## config.mk

```make
export PLATFORM = sky130hd
export DESIGN_NAME = dmem_ctrl_flat
export DESIGN_NICKNAME = d
export VERILOG_FILES = /design/src/rtl/dmem_ctrl_pkg.sv /design/src/rtl/dmem_ctrl_if.sv /design/src/rtl/dmem_rr_arb2.sv /design/src/rtl/dmem_ctrl.sv /design/src/flat_wrapper.sv
export SDC_FILE = /design/constraint.sdc
export NUM_CORES = 1
export LEC_CHECK = 0
export CORE_AREA = 2 2 116 118
export CTS_CLUSTER_DIAMETER = 200
export DETAILED_ROUTE_END_ITERATION = 8
export DIE_AREA = 0 0 118 120
export PLACE_DENSITY_LB_ADDON = 0.05
export SLEW_MARGIN = 15
export SYNTH_ARGS = -nofsm -noshare
export SYNTH_HDL_FRONTEND = slang
export SYNTH_SLANG_ARGS = --single-unit
```

## constraint.sdc

```tcl
create_clock -name clk -period 2.05 [get_ports clk]
set_input_delay 0.205 -clock clk [delete_from_list [all_inputs] [get_ports clk]]
set_output_delay 0.205 -clock clk [all_outputs]
set_load 0.03 [all_outputs]
```

## src/rtl/dmem_ctrl_pkg.sv

```systemverilog
// Shared types and constants for the data-memory controller.
//   dmem_state_e : controller state encoding (IDLE, INIT)
//   dmem_req_t   : one requester's access payload (we, addr, wdata)
//   addr_bad     : misaligned / out-of-range address check
package dmem_ctrl_pkg;

   localparam int unsigned XLEN       = 32;
   localparam int unsigned WORD_BYTES = 4;

   // Requester indices into the two-bit request/grant vectors
   localparam int unsigned CPU = 0;
   localparam int unsigned DBG = 1;

   typedef enum logic {
      IDLE = 1'b0,
      INIT = 1'b1
   } dmem_state_e;

   typedef struct packed {
      logic            we;
      logic [XLEN-1:0] addr;
      logic [XLEN-1:0] wdata;
   } dmem_req_t;

   // True when a word access at addr is not word-aligned or runs past the end
   function automatic logic addr_bad(input logic [XLEN-1:0] addr, input int unsigned mem_bytes);
      return (addr[1:0] != 2'b00) || (addr > XLEN'(mem_bytes - WORD_BYTES));
   endfunction

endpackage

```

## src/rtl/dmem_ctrl_if.sv

```systemverilog
// Bus bundle between the controller, its two requesters and the data memory.
//   cpu_* : MEM-stage access port (request, store data, load data, stall)
//   dbg_* : debug/loader port (request, grant, registered read data)
//   mem_* : single data-memory port driven by the controller
//   slave  modport : controller view
//   master modport : requesters + memory view
interface dmem_ctrl_if
   import dmem_ctrl_pkg::*;
   ();

   logic            cpu_req;
   logic            cpu_we;
   logic [XLEN-1:0] cpu_addr;
   logic [XLEN-1:0] cpu_wdata;
   logic [XLEN-1:0] cpu_rdata;
   logic            cpu_stall;

   logic            dbg_req;
   logic            dbg_we;
   logic [XLEN-1:0] dbg_addr;
   logic [XLEN-1:0] dbg_wdata;
   logic            dbg_gnt;
   logic [XLEN-1:0] dbg_rdata;
   logic            dbg_rvalid;

   logic            addr_err;

   logic [XLEN-1:0] mem_addr;
   logic [XLEN-1:0] mem_wdata;
   logic            mem_write;
   logic            mem_read;
   logic [XLEN-1:0] mem_rdata;

   modport slave (
      input  cpu_req, cpu_we, cpu_addr, cpu_wdata,
      output cpu_rdata, cpu_stall,
      input  dbg_req, dbg_we, dbg_addr, dbg_wdata,
      output dbg_gnt, dbg_rdata, dbg_rvalid,
      output addr_err,
      output mem_addr, mem_wdata, mem_write, mem_read,
      input  mem_rdata
   );

   modport master (
      output cpu_req, cpu_we, cpu_addr, cpu_wdata,
      input  cpu_rdata, cpu_stall,
      output dbg_req, dbg_we, dbg_addr, dbg_wdata,
      input  dbg_gnt, dbg_rdata, dbg_rvalid,
      input  addr_err,
      input  mem_addr, mem_wdata, mem_write, mem_read,
      output mem_rdata
   );

endinterface

```

## src/rtl/dmem_rr_arb2.sv

```systemverilog
// Two-requester round-robin arbiter with a combinational grant.
//   clk, rst : clock, synchronous active-high reset
//   en       : arbitration allowed this cycle (no grant when low)
//   req      : request vector, bit CPU / bit DBG
//   gnt_c    : one-hot grant (combinational)
// The last-winner register moves only on contended cycles; reset favours the CPU.
module dmem_rr_arb2
   import dmem_ctrl_pkg::*;
(
   input  logic       clk,
   input  logic       rst,
   input  logic       en,
   input  logic [1:0] req,
   output logic [1:0] gnt_c
);

   // 1 when the debug port won the most recent contended cycle
   logic last_dbg;

   always_ff @(posedge clk) begin
      if (rst) begin
         last_dbg <= 1'b1;
      end else if (en && (&req)) begin
         last_dbg <= gnt_c[DBG];
      end
   end

   // Lone requester wins outright; on contention the previous loser wins
   always_comb begin
      gnt_c = 2'b00;
      if (en) begin
         if (&req) begin
            gnt_c[CPU] = last_dbg;
            gnt_c[DBG] = ~last_dbg;
         end else begin
            gnt_c = req;
         end
      end
   end

endmodule

```

## src/rtl/dmem_ctrl.sv

```systemverilog
// Data-memory sequencer/arbiter: shares one word-wide memory port between the
// MEM stage and a debug/loader port, and runs the memory-initialisation sweep.
//   clk, rst   : clock, synchronous active-high reset
//   start_init : pulse, starts the sweep when IDLE
//   init_busy  : registered, high while sweeping
//   init_done  : registered, one-cycle pulse after the last sweep write
//   bus        : cpu_*, dbg_*, addr_err and mem_* signals (slave view)
module dmem_ctrl
   import dmem_ctrl_pkg::*;
#(
   parameter int unsigned     MEM_BYTES  = 40,
   parameter logic [XLEN-1:0] INIT_VALUE = 32'h0000_0001
) (
   input  logic        clk,
   input  logic        rst,
   input  logic        start_init,
   output logic        init_busy,
   output logic        init_done,
   dmem_ctrl_if.slave  bus
);

   localparam int unsigned WORDS = MEM_BYTES / WORD_BYTES;
   localparam int unsigned CNT_W = (WORDS > 1) ? $clog2(WORDS) : 1;
   localparam logic [CNT_W-1:0] LAST_WORD = CNT_W'(WORDS - 1);

   dmem_state_e     state_q, state_d;
   logic [CNT_W-1:0] cnt_q, cnt_d;
   logic            init_busy_d, init_done_d;
   logic            dbg_rvalid_d;
   logic [XLEN-1:0] dbg_rdata_d;

   logic            arb_en_c;
   logic [1:0]      gnt_c;
   dmem_req_t       cpu_s, dbg_s, win_c;
   logic            win_bad_c;

   // Arbitration only in IDLE, outside reset, and not on the sweep-start cycle
   assign arb_en_c = ~rst & (state_q == IDLE) & ~start_init;

   dmem_rr_arb2 u_arb (
      .clk   (clk),
      .rst   (rst),
      .en    (arb_en_c),
      .req   ({bus.dbg_req, bus.cpu_req}),
      .gnt_c (gnt_c)
   );

   assign cpu_s = '{we: bus.cpu_we, addr: bus.cpu_addr, wdata: bus.cpu_wdata};
   assign dbg_s = '{we: bus.dbg_we, addr: bus.dbg_addr, wdata: bus.dbg_wdata};
   assign win_c = gnt_c[DBG] ? dbg_s : cpu_s;
   assign win_bad_c = addr_bad(win_c.addr, MEM_BYTES);

   assign bus.cpu_stall = bus.cpu_req & ~gnt_c[CPU];
   assign bus.dbg_gnt   = gnt_c[DBG];
   assign bus.cpu_rdata = (gnt_c[CPU] && !bus.cpu_we && !win_bad_c) ? bus.mem_rdata : '0;

   // State, sweep counter and registered outputs
   always_ff @(posedge clk) begin
      if (rst) begin
         state_q        <= IDLE;
         cnt_q          <= '0;
         init_busy      <= 1'b0;
         init_done      <= 1'b0;
         bus.dbg_rvalid <= 1'b0;
         bus.dbg_rdata  <= '0;
      end else begin
         state_q        <= state_d;
         cnt_q          <= cnt_d;
         init_busy      <= init_busy_d;
         init_done      <= init_done_d;
         bus.dbg_rvalid <= dbg_rvalid_d;
         bus.dbg_rdata  <= dbg_rdata_d;
      end
   end

   // Next state and memory-port drive; memory is left untouched while in reset
   always_comb begin
      state_d       = state_q;
      cnt_d         = cnt_q;
      init_done_d   = 1'b0;
      bus.mem_addr  = '0;
      bus.mem_wdata = '0;
      bus.mem_write = 1'b0;
      bus.mem_read  = 1'b0;
      bus.addr_err  = 1'b0;
      if (!rst) begin
         case (state_q)
            IDLE: begin
               if (start_init) begin
                  state_d = INIT;
                  cnt_d   = '0;
               end else if (|gnt_c) begin
                  // A bad address still consumes the grant but never reaches memory
                  if (win_bad_c) begin
                     bus.addr_err = 1'b1;
                  end else begin
                     bus.mem_addr  = win_c.addr;
                     bus.mem_wdata = win_c.wdata;
                     bus.mem_write = win_c.we;
                     bus.mem_read  = ~win_c.we;
                  end
               end
            end
            INIT: begin
               bus.mem_write = 1'b1;
               bus.mem_addr  = XLEN'({cnt_q, 2'b00});
               bus.mem_wdata = INIT_VALUE;
               if (cnt_q == LAST_WORD) begin
                  state_d     = IDLE;
                  cnt_d       = '0;
                  init_done_d = 1'b1;
               end else begin
                  cnt_d = cnt_q + 1'b1;
               end
            end
            default: state_d = IDLE;
         endcase
      end
   end

   assign init_busy_d = (state_d == INIT);

   // Debug read capture; an erroring read returns zero data
   always_comb begin
      dbg_rvalid_d = 1'b0;
      dbg_rdata_d  = bus.dbg_rdata;
      if (gnt_c[DBG] && !bus.dbg_we) begin
         dbg_rvalid_d = 1'b1;
         dbg_rdata_d  = win_bad_c ? '0 : bus.mem_rdata;
      end
   end

endmodule
```

## src/flat_wrapper.sv

```systemverilog
// flat-port wrapper written by rule: the top's interface ports become plain ports
module dmem_ctrl_flat import dmem_ctrl_pkg::*;
#(
   parameter int unsigned     MEM_BYTES  = 40,
   parameter logic [XLEN-1:0] INIT_VALUE = 32'h0000_0001
)
  (clk, rst, start_init, init_busy, init_done, bus_cpu_req, bus_cpu_we, bus_cpu_addr, bus_cpu_wdata, bus_cpu_rdata, bus_cpu_stall, bus_dbg_req, bus_dbg_we, bus_dbg_addr, bus_dbg_wdata, bus_dbg_gnt, bus_dbg_rdata, bus_dbg_rvalid, bus_addr_err, bus_mem_addr, bus_mem_wdata, bus_mem_write, bus_mem_read, bus_mem_rdata);
  dmem_ctrl_if bus_i ();
  input  logic clk;
  input  logic rst;
  input  logic start_init;
  output logic init_busy;
  output logic init_done;
  input wire logic [$bits(bus_i.cpu_req)-1:0] bus_cpu_req;
  input wire logic [$bits(bus_i.cpu_we)-1:0] bus_cpu_we;
  input wire logic [$bits(bus_i.cpu_addr)-1:0] bus_cpu_addr;
  input wire logic [$bits(bus_i.cpu_wdata)-1:0] bus_cpu_wdata;
  output wire logic [$bits(bus_i.cpu_rdata)-1:0] bus_cpu_rdata;
  output wire logic [$bits(bus_i.cpu_stall)-1:0] bus_cpu_stall;
  input wire logic [$bits(bus_i.dbg_req)-1:0] bus_dbg_req;
  input wire logic [$bits(bus_i.dbg_we)-1:0] bus_dbg_we;
  input wire logic [$bits(bus_i.dbg_addr)-1:0] bus_dbg_addr;
  input wire logic [$bits(bus_i.dbg_wdata)-1:0] bus_dbg_wdata;
  output wire logic [$bits(bus_i.dbg_gnt)-1:0] bus_dbg_gnt;
  output wire logic [$bits(bus_i.dbg_rdata)-1:0] bus_dbg_rdata;
  output wire logic [$bits(bus_i.dbg_rvalid)-1:0] bus_dbg_rvalid;
  output wire logic [$bits(bus_i.addr_err)-1:0] bus_addr_err;
  output wire logic [$bits(bus_i.mem_addr)-1:0] bus_mem_addr;
  output wire logic [$bits(bus_i.mem_wdata)-1:0] bus_mem_wdata;
  output wire logic [$bits(bus_i.mem_write)-1:0] bus_mem_write;
  output wire logic [$bits(bus_i.mem_read)-1:0] bus_mem_read;
  input wire logic [$bits(bus_i.mem_rdata)-1:0] bus_mem_rdata;
  assign bus_i.cpu_req = bus_cpu_req;
  assign bus_i.cpu_we = bus_cpu_we;
  assign bus_i.cpu_addr = bus_cpu_addr;
  assign bus_i.cpu_wdata = bus_cpu_wdata;
  assign bus_cpu_rdata = bus_i.cpu_rdata;
  assign bus_cpu_stall = bus_i.cpu_stall;
  assign bus_i.dbg_req = bus_dbg_req;
  assign bus_i.dbg_we = bus_dbg_we;
  assign bus_i.dbg_addr = bus_dbg_addr;
  assign bus_i.dbg_wdata = bus_dbg_wdata;
  assign bus_dbg_gnt = bus_i.dbg_gnt;
  assign bus_dbg_rdata = bus_i.dbg_rdata;
  assign bus_dbg_rvalid = bus_i.dbg_rvalid;
  assign bus_addr_err = bus_i.addr_err;
  assign bus_mem_addr = bus_i.mem_addr;
  assign bus_mem_wdata = bus_i.mem_wdata;
  assign bus_mem_write = bus_i.mem_write;
  assign bus_mem_read = bus_i.mem_read;
  assign bus_i.mem_rdata = bus_mem_rdata;
  dmem_ctrl #(.MEM_BYTES(MEM_BYTES), .INIT_VALUE(INIT_VALUE)) u_core (.clk(clk), .rst(rst), .start_init(start_init), .init_busy(init_busy), .init_done(init_done), .bus(bus_i));
endmodule
```

==> impl_metrics.yaml <==
status:
  status: "finished, violations left"
  violations: "negative setup slack"
sta:
  setup_tns_ns: -9.34
  fmax_mhz: 443
  timing.hold.ws_ns: 0.450
  min_period_ns: 2.26
  finClkSkew_ns: 0.00373
  setup_viol: 71
  hold_violations: 0
  fin_crit_sh_pct: 110
  maxSlewViolCount: 0
  fin_ws_ns: -0.208
  rsz0062_at_grt: "true"
critical_path:
  crit_path_end_kind: "primary output"
  worst_path_max_delay_cell: "clkdlybuf4s50_1"
  path_max_fanout: 5
  critPathKind: "input port to primary output"
  cp.required_ns: 1.85
  max_stage_delay_ns: 0.46
  rr_endpoint: "u_core.bus.dbg_rdata[30]"
  crit_family: "buffers and inverters"
  regToRegSetupSlack_ns: 0.13
  r2r_cells: 9
  cp-start-kind: "input port"
  cp.arrival_ns: 2.05
  r2r_start: "u_core.init_busy"
  timing.critical_path.buf_inv: 7
  crit_chain: "clkdlybuf4s50_1 -> o31ai_4 -> buf_4 -> buf_4 -> a32oi_4 -> buf_6 -> buf_12 -> buf_16 -> a21oi_4 -> buf_6"
clocking:
  clock_latency_ns: 0.28
  clockBufferDepth: 2
  clock_sinks: 40
  h-tree-depth: 2
  cts_tree: "done"
  path_clk_slew_ns: 0.06
  cts-root-buf: "clkbuf_16"
  cts_buffers: 5
route:
  ant_nets: 0
  routed_wl_um: 14100
  drtIter0Drc: 130
  vias: 3702
  drc: 0
  firstDrtPassIters: 4
  viasPerCell: 4.41
  wire_per_inst_um: 16.8
yosys:
  seq_area_frac_synth_pct: 30.2
  syn_area_um2: 2650
  ys.warnings.count: 0
  synth_compound_area_share_pct: 22.6
  synth_top_family_by_area: "simple AND/OR/NAND/NOR gates"
  syn_area_per_cell_um2: 7.74
  synthXorXnorAreaFrac_pct: 0.331
  synth-simple-area-share_pct: 29.2
  synth_seq_cells: 40
  synthMuxAreaShare_pct: 2.27
  syn_inst: 342
  yosysUniqueCellTypes: 42
  synthAdderAreaFrac_pct: 0.945
floorplanning:
  fp.coreArea_um2: 13000
  io_pins: 303
  die_height_um: 120
  start_util_pct: 20.4
  rows: 42
  die_x_um: 118
  die_area_um2: 14200
placement:
  hpwl_um: 10300
  pre_cts_ws_ns: -0.494
  routabilityCongestion: 0.784
  numPortBuffers: 274
  dp_cells: 802
finish:
  fin_cells: 839
  drive_above_1_share_pct: 37.9
  regArea_um2: 806
  post-route-util_pct: 54.8
  multi_input_area_um2: 2270
  num-nets-final: 831
  final_cell_mix: "138 x clkdlybuf4s50_1, 67 x nand2_1, 67 x buf_6, 43 x buf_4, 38 x dfxtp_1"
  final_common_cell: "clkdlybuf4s50_1"
  syn2layout_area_growth_pct: 169
  fillCellCount: 1216
  diodes: 0
hold_path:
  hold_path_class: "input port to register"
  hold_path_end: "u_core.init_busy"
  hold_start: "rst"
  whs_path_depth: 3
grt:
  grt_max_degree: 33
  grt.overflow.total: 0
  grt_pass1_wl_um: 19700
  antenna_found_initial: 0
  grt_pass1_vias: 3662
  grtUsageTotal_pct: 17.4
power:
  ir_drop_v: 0.000281
  powerDensity_nw_per_um2: 326
  leakagePower_nw: 2.92
job:
  max-cap-violations: 0
## worst register-to-register path: cells and delay by family, from the launching register on
| kind | cells | cell delay [ns] |
|---|---|---|
| AOI/OAI and AO/OA | 1 | 0.16 |
| buffers and inverters | 4 | 0.69 |
| DFF | 1 | 0.36 |
| and+or+nand+nor | 4 | 0.66 |
## registers in the layout (all words and copies together), names as in the netlist
register and count:
u_core.bus.dbg_rdata 32, u_core.cnt_q 4, u_core.bus.dbg_rvalid 1, u_core.init_busy 1, u_core.init_done 1, u_core.u_arb.last_dbg 1
## timing repair
| item | in CTS | in global routing |
|---|---|---|
| hold buffers | 0 | 0 |
| cloned | 5 | 5 |
| gates resized for setup | 173 | 117 |
| endpoints found under the setup margin | 71 | 71 |
| pin swaps | 19 | 16 |
| buffers inserted | 16 | 9 |
## power by group
part	total [mW]	leakage, nW	switching (mW)	internal, mW
Combinational	0.633	2.52	0.289	0.344
Clock	0.898	0.0804	0.320	0.578
Sequential	0.788	0.323	0.00646	0.782
Total	2.32	2.92	0.615	1.70
## final cells by class
| type | count | share of cell area (%) |
|---|---|---|
| clock buffers | 5 | 1.76 |
| clock inverters | 3 | 0.650 |
| inverters | 4 | 0.281 |
| multi-input cells | 273 | 31.8 |
| flip-flops and latches | 40 | 11.3 |
| well taps | 176 | 3.09 |
| repair buffers | 338 | 51.1 |
## through the flow
step | power, mW | cell area [µm²]
3_3_place_gp | 1.40 | 5730
6_report | 2.32 | 7120
3_5_place_dp | 1.40 | 5730
4_1_cts | 2.31 | 6480
2_1_floorplan | 1.03 | 2860
5_1_grt | 2.42 | 7120
## per-layer routing
metal  global-route usage [%]  wire length (µm)
met2                     32.3              7550
met3                     4.47               946
met5                        0                 0
met1                     20.2              5520
met4                     3.09               108
## worst max-delay path by stage
stage,from,endpoint,slack (ns),cells after the start
final,bus_dbg_addr[4],bus_mem_wdata[4],-0.21,10
after global placement,bus_dbg_addr[1],bus_mem_wdata[16],-0.44,8
after global routing,u_core.init_busy,bus_mem_wdata[4],-0.28,10
after detailed placement,bus_dbg_addr[0],bus_cpu_rdata[24],-0.49,8
after CTS,u_core.init_busy,bus_cpu_rdata[0],-0.24,8
after floorplan,u_core.init_busy,bus_mem_addr[2],-0.06,7
## kinds of logic (layout without fill, tap and decap cells)
group	Yosys count	count (layout)
AND/OR/NAND/NOR	150	150
AO/OA/AOI/OAI	86	86
buffers and inverters	56	350
flip-flops	40	40
multiplexers	6	6
adder cells (fa/ha/maj)	2	2
other	1	28
XOR/XNOR	1	1
## synthesized netlist by cell type, drive strengths merged
master	instances	area share, %
nor3b	2	0.76
a21oi	33	6.2
a211oi	1	0.28
buf	44	12
dfxtp	40	30
nand2	68	9.6
nor4	14	3.3
nand2b	2	0.47
conb	1	0.14
nand3	5	0.95
ha	2	0.95
nor3	4	0.95
nand3b	1	0.28
nand4b	1	0.90
nor2b	2	0.47
inv	4	0.66
and3	33	7.8
nor2	11	1.9
xnor2	1	0.33
a32oi	1	1.0
nand4	3	0.71
o31ai	1	0.47
o21ba	1	0.38
and3b	1	0.33
mux2i	6	2.3
or2	2	0.47
a31oi	1	0.24
a22o	33	11
and2	1	0.24
o21ai	12	2.3
o22ai	1	0.24
o21a	2	0.57
clkbuf	8	1.3
Power figures use the tool's default switching activity.
